<file path="config.mk">
export PLATFORM = sky130hd
export DESIGN_NAME = apb_slave_regs
export DESIGN_NICKNAME = d
export VERILOG_FILES = /design/src/rtl/apb_slave_regs.sv
export SDC_FILE = /design/constraint.sdc
export NUM_CORES = 1
export LEC_CHECK = 0
export CAP_MARGIN = 20
export CORE_ASPECT_RATIO = 0.75
export CORE_MARGIN = 2
export CORE_UTILIZATION = 54
export DETAILED_ROUTE_END_ITERATION = 8
export PLACE_DENSITY_LB_ADDON = 0.2
export SYNTH_ARGS = -nofsm -noshare
export SYNTH_HDL_FRONTEND = slang
export SYNTH_SLANG_ARGS = --single-unit
</file>
<file path="constraint.sdc">
create_clock -name clk -period 8.95 [get_ports clk]
set_input_delay 1.79 -clock clk [delete_from_list [all_inputs] [get_ports clk]]
set_output_delay 1.79 -clock clk [all_outputs]
set_load 0.005 [all_outputs]
</file>
<file path="src/rtl/apb_slave_regs.sv">
// APB completer with a NUM_REGS-entry register file, fixed wait states,
// PSLVERR on out-of-range indices and a write strobe towards local logic.
module apb_slave_regs #(
  parameter int DATA_BW     = 8,
  parameter int ADDR_BW     = 8,
  parameter int NUM_REGS    = 16,
  parameter int WAIT_CYCLES = 0
) (
  input  logic                         clk,
  input  logic                         rst,
  input  logic                         psel,
  input  logic                         penable,
  input  logic                         pwrite,
  input  logic [ADDR_BW-1:0]           paddr,
  input  logic [DATA_BW-1:0]           pwdata,
  output logic [DATA_BW-1:0]           prdata,
  output logic                         pready,
  output logic                         pslverr,
  output logic                         wr_vld,
  output logic [ADDR_BW-1:0]           wr_idx,
  output logic [NUM_REGS*DATA_BW-1:0]  regs_out
);

  localparam int IDX_W = (NUM_REGS > 1) ? $clog2(NUM_REGS) : 1;
  localparam logic [ADDR_BW:0] NUM_REGS_W = NUM_REGS[ADDR_BW:0];
  localparam logic [3:0] WAIT_W = WAIT_CYCLES[3:0];

  typedef enum logic [1:0] {IDLE, SETUP, ACCESS} state_t;

  state_t               state;
  logic [3:0]           cnt;
  logic [ADDR_BW-1:0]   addr_l;
  logic                 write_l;
  logic [DATA_BW-1:0]   wdata_l;
  logic [DATA_BW-1:0]   regs [NUM_REGS];

  logic                 in_range;
  logic [IDX_W-1:0]     idx;
  logic                 complete;

  assign in_range = ({1'b0, addr_l} < NUM_REGS_W);
  assign idx      = addr_l[IDX_W-1:0];
  // An initiator dropping psel in the final ACCESS cycle aborts; never signal completion then.
  assign complete = (state == ACCESS) && psel && (cnt == 4'd0);

  assign pready  = complete;
  assign pslverr = complete && !in_range;
  assign prdata  = (complete && !write_l && in_range) ? regs[idx] : '0;

  for (genvar i = 0; i < NUM_REGS; i++) begin : g_out
    assign regs_out[i*DATA_BW +: DATA_BW] = regs[i];
  end

  always_ff @(posedge clk or posedge rst) begin
    if (rst) begin
      state   <= IDLE;
      cnt     <= 4'd0;
      addr_l  <= '0;
      write_l <= 1'b0;
      wdata_l <= '0;
      wr_vld  <= 1'b0;
      wr_idx  <= '0;
      for (int i = 0; i < NUM_REGS; i++) regs[i] <= '0;
    end else begin
      wr_vld <= 1'b0;
      case (state)
        IDLE: begin
          if (psel && !penable) begin
            state   <= SETUP;
            addr_l  <= paddr;
            write_l <= pwrite;
            wdata_l <= pwdata;
            cnt     <= WAIT_W;
          end
        end
        SETUP: state <= ACCESS;
        ACCESS: begin
          if (!psel) begin
            state <= IDLE;
          end else if (cnt != 4'd0) begin
            cnt <= cnt - 4'd1;
          end else begin
            state <= IDLE;
            if (write_l && in_range) begin
              regs[idx] <= wdata_l;
              wr_vld    <= 1'b1;
              wr_idx    <= addr_l;
            end
          end
        end
        default: state <= IDLE;
      endcase
    end
  end

endmodule

</file>
# Word level (Yosys, flattened, before mapping)
# Cells that the tools add are included.
dict set report op_classes {
  n_eq_ne 6
  order_cmp 3
  reduce_logical 19
  muxes 19
  bitwise_logic 2
  add_sub_neg 1
}
# op n
set op_table {}
lappend op_table {{$bwmux W128} 1}
lappend op_table {{$bmux W8 S4} 1}
lappend op_table {{$demux W8 S4} 1}
lappend op_table {{$mux W8} 4}
lappend op_table {{$mux W4} 3}
lappend op_table {{$logic_and A1 B1 Y1} 8}
lappend op_table {{$lt A8 B5 Y1 const B} 1}
lappend op_table {{$pmux W4 S2} 1}
lappend op_table {{$reduce_and A4 Y1} 2}
lappend op_table {{$mux W2} 3}
lappend op_table {{$pmux W2 S3} 1}
lappend op_table {{$ge A5 B5 Y1 const B} 1}
lappend op_table {{$lt A5 B1 Y1 const B} 1}
lappend op_table {{$not A4 Y5} 1}
lappend op_table {{$logic_not A4 Y1} 1}
lappend op_table {{$mux W1} 4}
lappend op_table {{$ne A2 B2 Y1 const B} 2}
lappend op_table {{$reduce_and A2 Y1} 2}
lappend op_table {{$reduce_bool A4 Y1} 1}
lappend op_table {{$sub A4 B1 Y4 const B} 1}
lappend op_table {{$logic_not A1 Y1} 3}
lappend op_table {{$ne A3 B3 Y1 const B} 1}
lappend op_table {{$eq A2 B1 Y1 const B} 1}
lappend op_table {{$eq A2 B2 Y1 const B} 1}
lappend op_table {{4 further kinds} 4}
dict set report totals {
  out_inout_bits 147
  ff_bits 160
  inputBits 21
  wordCells 73
}

# Depth between registers and ports, before layout
dict set report logic_depth {
  ltp_word 6
  mapped_depth 8
  depth_no_buf 6
}

# Worst setup path before layout
# Ideal clock, no wire load.
dict set report synth_path {
  path_kind {input -> output}
  start {input psel}
  end {output prdata[3]}
  slack_ns 4.448
  n_path_buf 0
  path_stages 4
  arrival_ns 2.712
  required_ns 7.160
  cell_sequence {nand3b_1 > nor2_1 > nand2_1 > nor4_1}
}
dict set report synth_between {
  elab_chain_cells 5
}
# element line
set synth_lines {}
lappend synth_lines {{start, declared} 11} ;# input logic psel,
lappend synth_lines {{$logic_and A1 B1 Y1 (2 in a row)} 44} ;# assign complete = (state == ACCESS) && psel && (cnt == 4'd0);
lappend synth_lines {{net pready} 17} ;# output logic pready,
lappend synth_lines {{$logic_and A1 B1 Y1 (2 in a row)} 48} ;# assign prdata = (complete && !write_l && in_range) ? regs[idx] : '0;
lappend synth_lines {{$mux W8} 48}
lappend synth_lines {{end, declared} 16} ;# output logic [DATA_BW-1:0] prdata,
# The timed path passes the listed nets, and every way through them passes these cells.

# Worst setup path in the final report
dict set report layout_path {
  start {input psel}
  end {output prdata[3]}
}
dict set report layout_between {
  elab_chain_cells 5
}
# element line
set layout_lines {}
lappend layout_lines {{$logic_and A1 B1 Y1 (2 in a row)} 44}
lappend layout_lines {{$logic_and A1 B1 Y1 (2 in a row)} 48}
lappend layout_lines {{$mux W8} 48}
# No other way between the ends.

==> results by group <==
Worst setup path
  • CP endpoint kind: output pin
  • Crit Reg-Reg Startpoint: addr_l[2]
  • Critical path class: input pin to output pin
  • Startpoint Class: input pin
  • Reg2Reg Capture Point: regs_out[34]
  • Critical Path RT: about 7 ns
  • CP Cell Sequence: clkdlybuf4s50_1 -> nand3b_1 -> nor2_1 -> nand2_1 -> nor4_1 -> clkdlybuf4s50_1
  • Crit Path Max Fanout: 8
  • Slowest stage cell, crit path: clkdlybuf4s50_1
  • Max stage delay on crit path: between 0.5 and 0.6 ns
  • Critical Path AT: ~4 ns
  • CP dominant cell by count: clkdlybuf4s50_1
  • Worst reg2reg path depth: 5
  • R2R Setup Slk: 5.68 ns

Finish
  • Area grow syn2layout: 34.7%
  • Cell area after layout: approximately 0.0096 mm2
  • Ant. Diodes: 0
  • Share of cells above drive strength 1: between 30% and 40%
  • Commonest non-fill, non-tap cell in the layout: clkdlybuf4s50_1
  • NumNets Final: 667
  • Non-filler cells, final: ~830
  • Filler Cells Inserted: 809
  • Most frequent cells in the layout: clkdlybuf4s50_1 (167), dfrtp_1 (159), mux2_2 (147), mux4_2 (27), clkbuf_16 (17)

Power and ir drop
  • Net Sw Frac: between 20% and 30%
  • P_leak: approximately 4.3 nW
  • Comb pwr share: around 15%
  • Int Pwr: ~1.4 mW
  • PD cells: slightly above 200 mW/mm2
  • Clk network pwr share: 39.7%
  • Maximum vdd drop: approximately 0.14 mV
  • Share of power burned in registers: a little under half
  • Sw power: ~0.55 mW

Clock tree
  • Clk slew on worst S/H paths: 0.06 ns
  • Clock tree buffer depth: 2
  • Root buffer cell: clkbuf_16
  • Post CTS Setup Buffer Count: 0
  • TritonCTS clock tree: done
  • PostCTS Resize Cnt: 0
  • Clock latency at the later pin of the worst-skew pair: between 0.4 and 0.5 ns
  • Sink Count: 160
  • Hold-fix buffer count after cts: 0
  • H-tree depth: 4
  • Total CTS buffers: 17

Route
  • Via count: a little under 5,000
  • WL met2: about 9500 um
  • Detailed-route wire length: ~20,000 um
  • Post-Route M1 WL: slightly below 8000 um
  • Drt pass-1 iters: 4
  • DR iter-0 viols: ~370
  • Post-route ant nets: 0
  • Met3 Routed Length: approximately 2100 um
  • Wire per inst: between 20 and 25 um
  • Vias/cell: a little under 6
  • # DRC: 0
  • Highest Signal Layer: met4

Min path
  • Hold Path Class: flop to flop
  • Sink of the worst hold path: wr_idx[5]
  • Hold Path Stages: 1
  • Worst Hold Launch: wr_idx[5]

Die
  • Top-Level Pins: around 170
  • Die Width: 137 um
  • Initial Util: between 50% and 60%
  • Core area: 0.0130 mm2
  • Die H: between 100 and 150 um
  • DIE AREA: roughly 0.014 mm2
  • # rows: 36

Timing
  • Final hold violations: 0
  • Relative slew slack: about 39%
  • Final WS setup: roughly 3.1 ns
  • Fin crit period: between 5 and 6 ns
  • Tightest Pin Transition: 0.913 ns
  • Final worst-path cycle share: between 60% and 70%
  • Max Transition Viols Final: 0
  • Final setup viols: 0
  • Post-Route Skew: roughly 0.0063 ns
  • Maximum clock frequency: 171 MHz
  • Unrepaired setup endpoints after global routing: false
  • Setup TNS: 0 ns

Synth
  • Mapped Nets: 501
  • Share of the yosys chip area belonging to registers: a little under three fifths
  • Synth Instances: between 400 and 500
  • Yosys reg bits: 160
  • Post-synthesis cell type count: 38
  • EDFF count, synth: 0
  • Synth warnings: 0
  • Post-Syn Area: slightly above 0.007 mm2
  • Predominant post-synthesis flop cell: dfrtp_1
  • Syn Area/Cell: between 10 and 15 um2
  • Async SR Flop Fraction: 100%

Placed design
  • Area post-placement: 0.00899 mm2
  • Post-DP HPWL: 13,200 um
  • DP Cell Count: around 800
  • DP Worst Slack: a little over 3 ns
  • PortBufs: 167
  • RD Place Congestion: about 0.85

Job
  • Max Cap Violations: 0

Global routing
  • Congestion Overflow GR: 0
  • First-pass GRT wire length: 30,600 um
  • Total track usage: 29.6%
  • Largest net degree at the start of global routing: 95
  • Vias in the first global route: ~5,100
  • Initial antenna violation count: 0

Outcome
  • Status: completed
-- metrics by stage --
stage          util [%]  hold WS [ns]  total power, mW
5_1_grt            74.3         0.518             2.02
3_3_place_gp       69.3         0.470             1.16
4_1_cts            74.2         0.490             1.94
3_5_place_dp       69.3         0.470             1.17
2_1_floorplan         -         0.459             1.06
6_report           74.3         0.485             1.94
-- layout make-up --
type / instances / area, um2 / share of cell area [%]
sequential: 160 / 4010 / 41.5
clock buffer: 21 / 470 / 4.88
inverter: 7 / 31.3 / 0.324
multi-input combinational: 284 / 3030 / 31.4
timing repair buffer: 175 / 1740 / 18.0
tap: 171 / 214 / 2.22
clock inverter: 10 / 159 / 1.65
-- synthesized netlist by cell type (all sizes together), types with 3 or more instances --
master	number	area share (%)
nand2	16	0.91
clkbuf	19	1.0
nand2b	3	0.26
buf	9	0.56
inv	7	0.37
nor2	7	0.44
a21oi	9	0.63
mux2i	9	1.3
or3	3	0.26
o21ai	5	0.35
nor3	3	0.37
mux4	27	8.5
nor4	6	0.82
mux2	148	23
nor2b	3	0.26
and2	5	0.44
a22oi	15	1.6
dfrtp	160	56
nand3	11	1.2
-- power groups by stage --
| stage | Sequential, mW | Clock (mW) | Combinational [mW] |
|---|---|---|---|
| finish | 0.885 | 0.770 | 0.286 |
| CTS | 0.884 | 0.776 | 0.281 |
| global placement | 0.889 | 0 | 0.271 |
| global route | 0.899 | 0.810 | 0.306 |
| floorplan | 0.819 | 0 | 0.239 |
| detailed placement | 0.896 | 0 | 0.279 |
-- state kept, by name (all words and copies together), names as in the netlist --
| name | cells |
|---|---|
| addr_l | 8 |
| regs_out | 128 |
| wdata_l | 8 |
| state | 2 |
| wr_idx | 8 |
| cnt | 4 |
| write_l | 1 |
| wr_vld | 1 |
-- logic make-up (layout without fill, tap and decap cells) --
family,after synthesis,after routing,synth area share [%]
mux,184,184,33.0
flops,160,160,55.9
simple gates,66,66,5.91
buf+inv,35,213,1.92
compound gates,32,32,2.90
fa+ha+maj,1,1,0.175
xor+xnor,1,1,0.122
-- critical path, delay by kind of cell --
kind	cells	cell delay, ns
buffers and inverters	2	1.04
AND/OR/NAND/NOR	4	1.23
-- worst max-delay path by stage --
stage	start	end	slack, ns	cells after the start
5_1_grt	psel	prdata[3]	2.95	6
6_report	psel	prdata[3]	3.10	6
2_1_floorplan	rst	addr_l[0]	2.84	1
3_3_place_gp	psel	prdata[3]	3.20	6
4_1_cts	psel	prdata[3]	3.11	6
3_5_place_dp	psel	prdata[3]	3.12	6
-- layer usage --
layer	track usage (%)	vias to the layer above
li1	-	2125
met1	40.3	2553
met2	45.3	225
met3	8.91	29
met4	10.5	0
met5	0	-
Note: power is estimated with default switching activity, not from simulation.
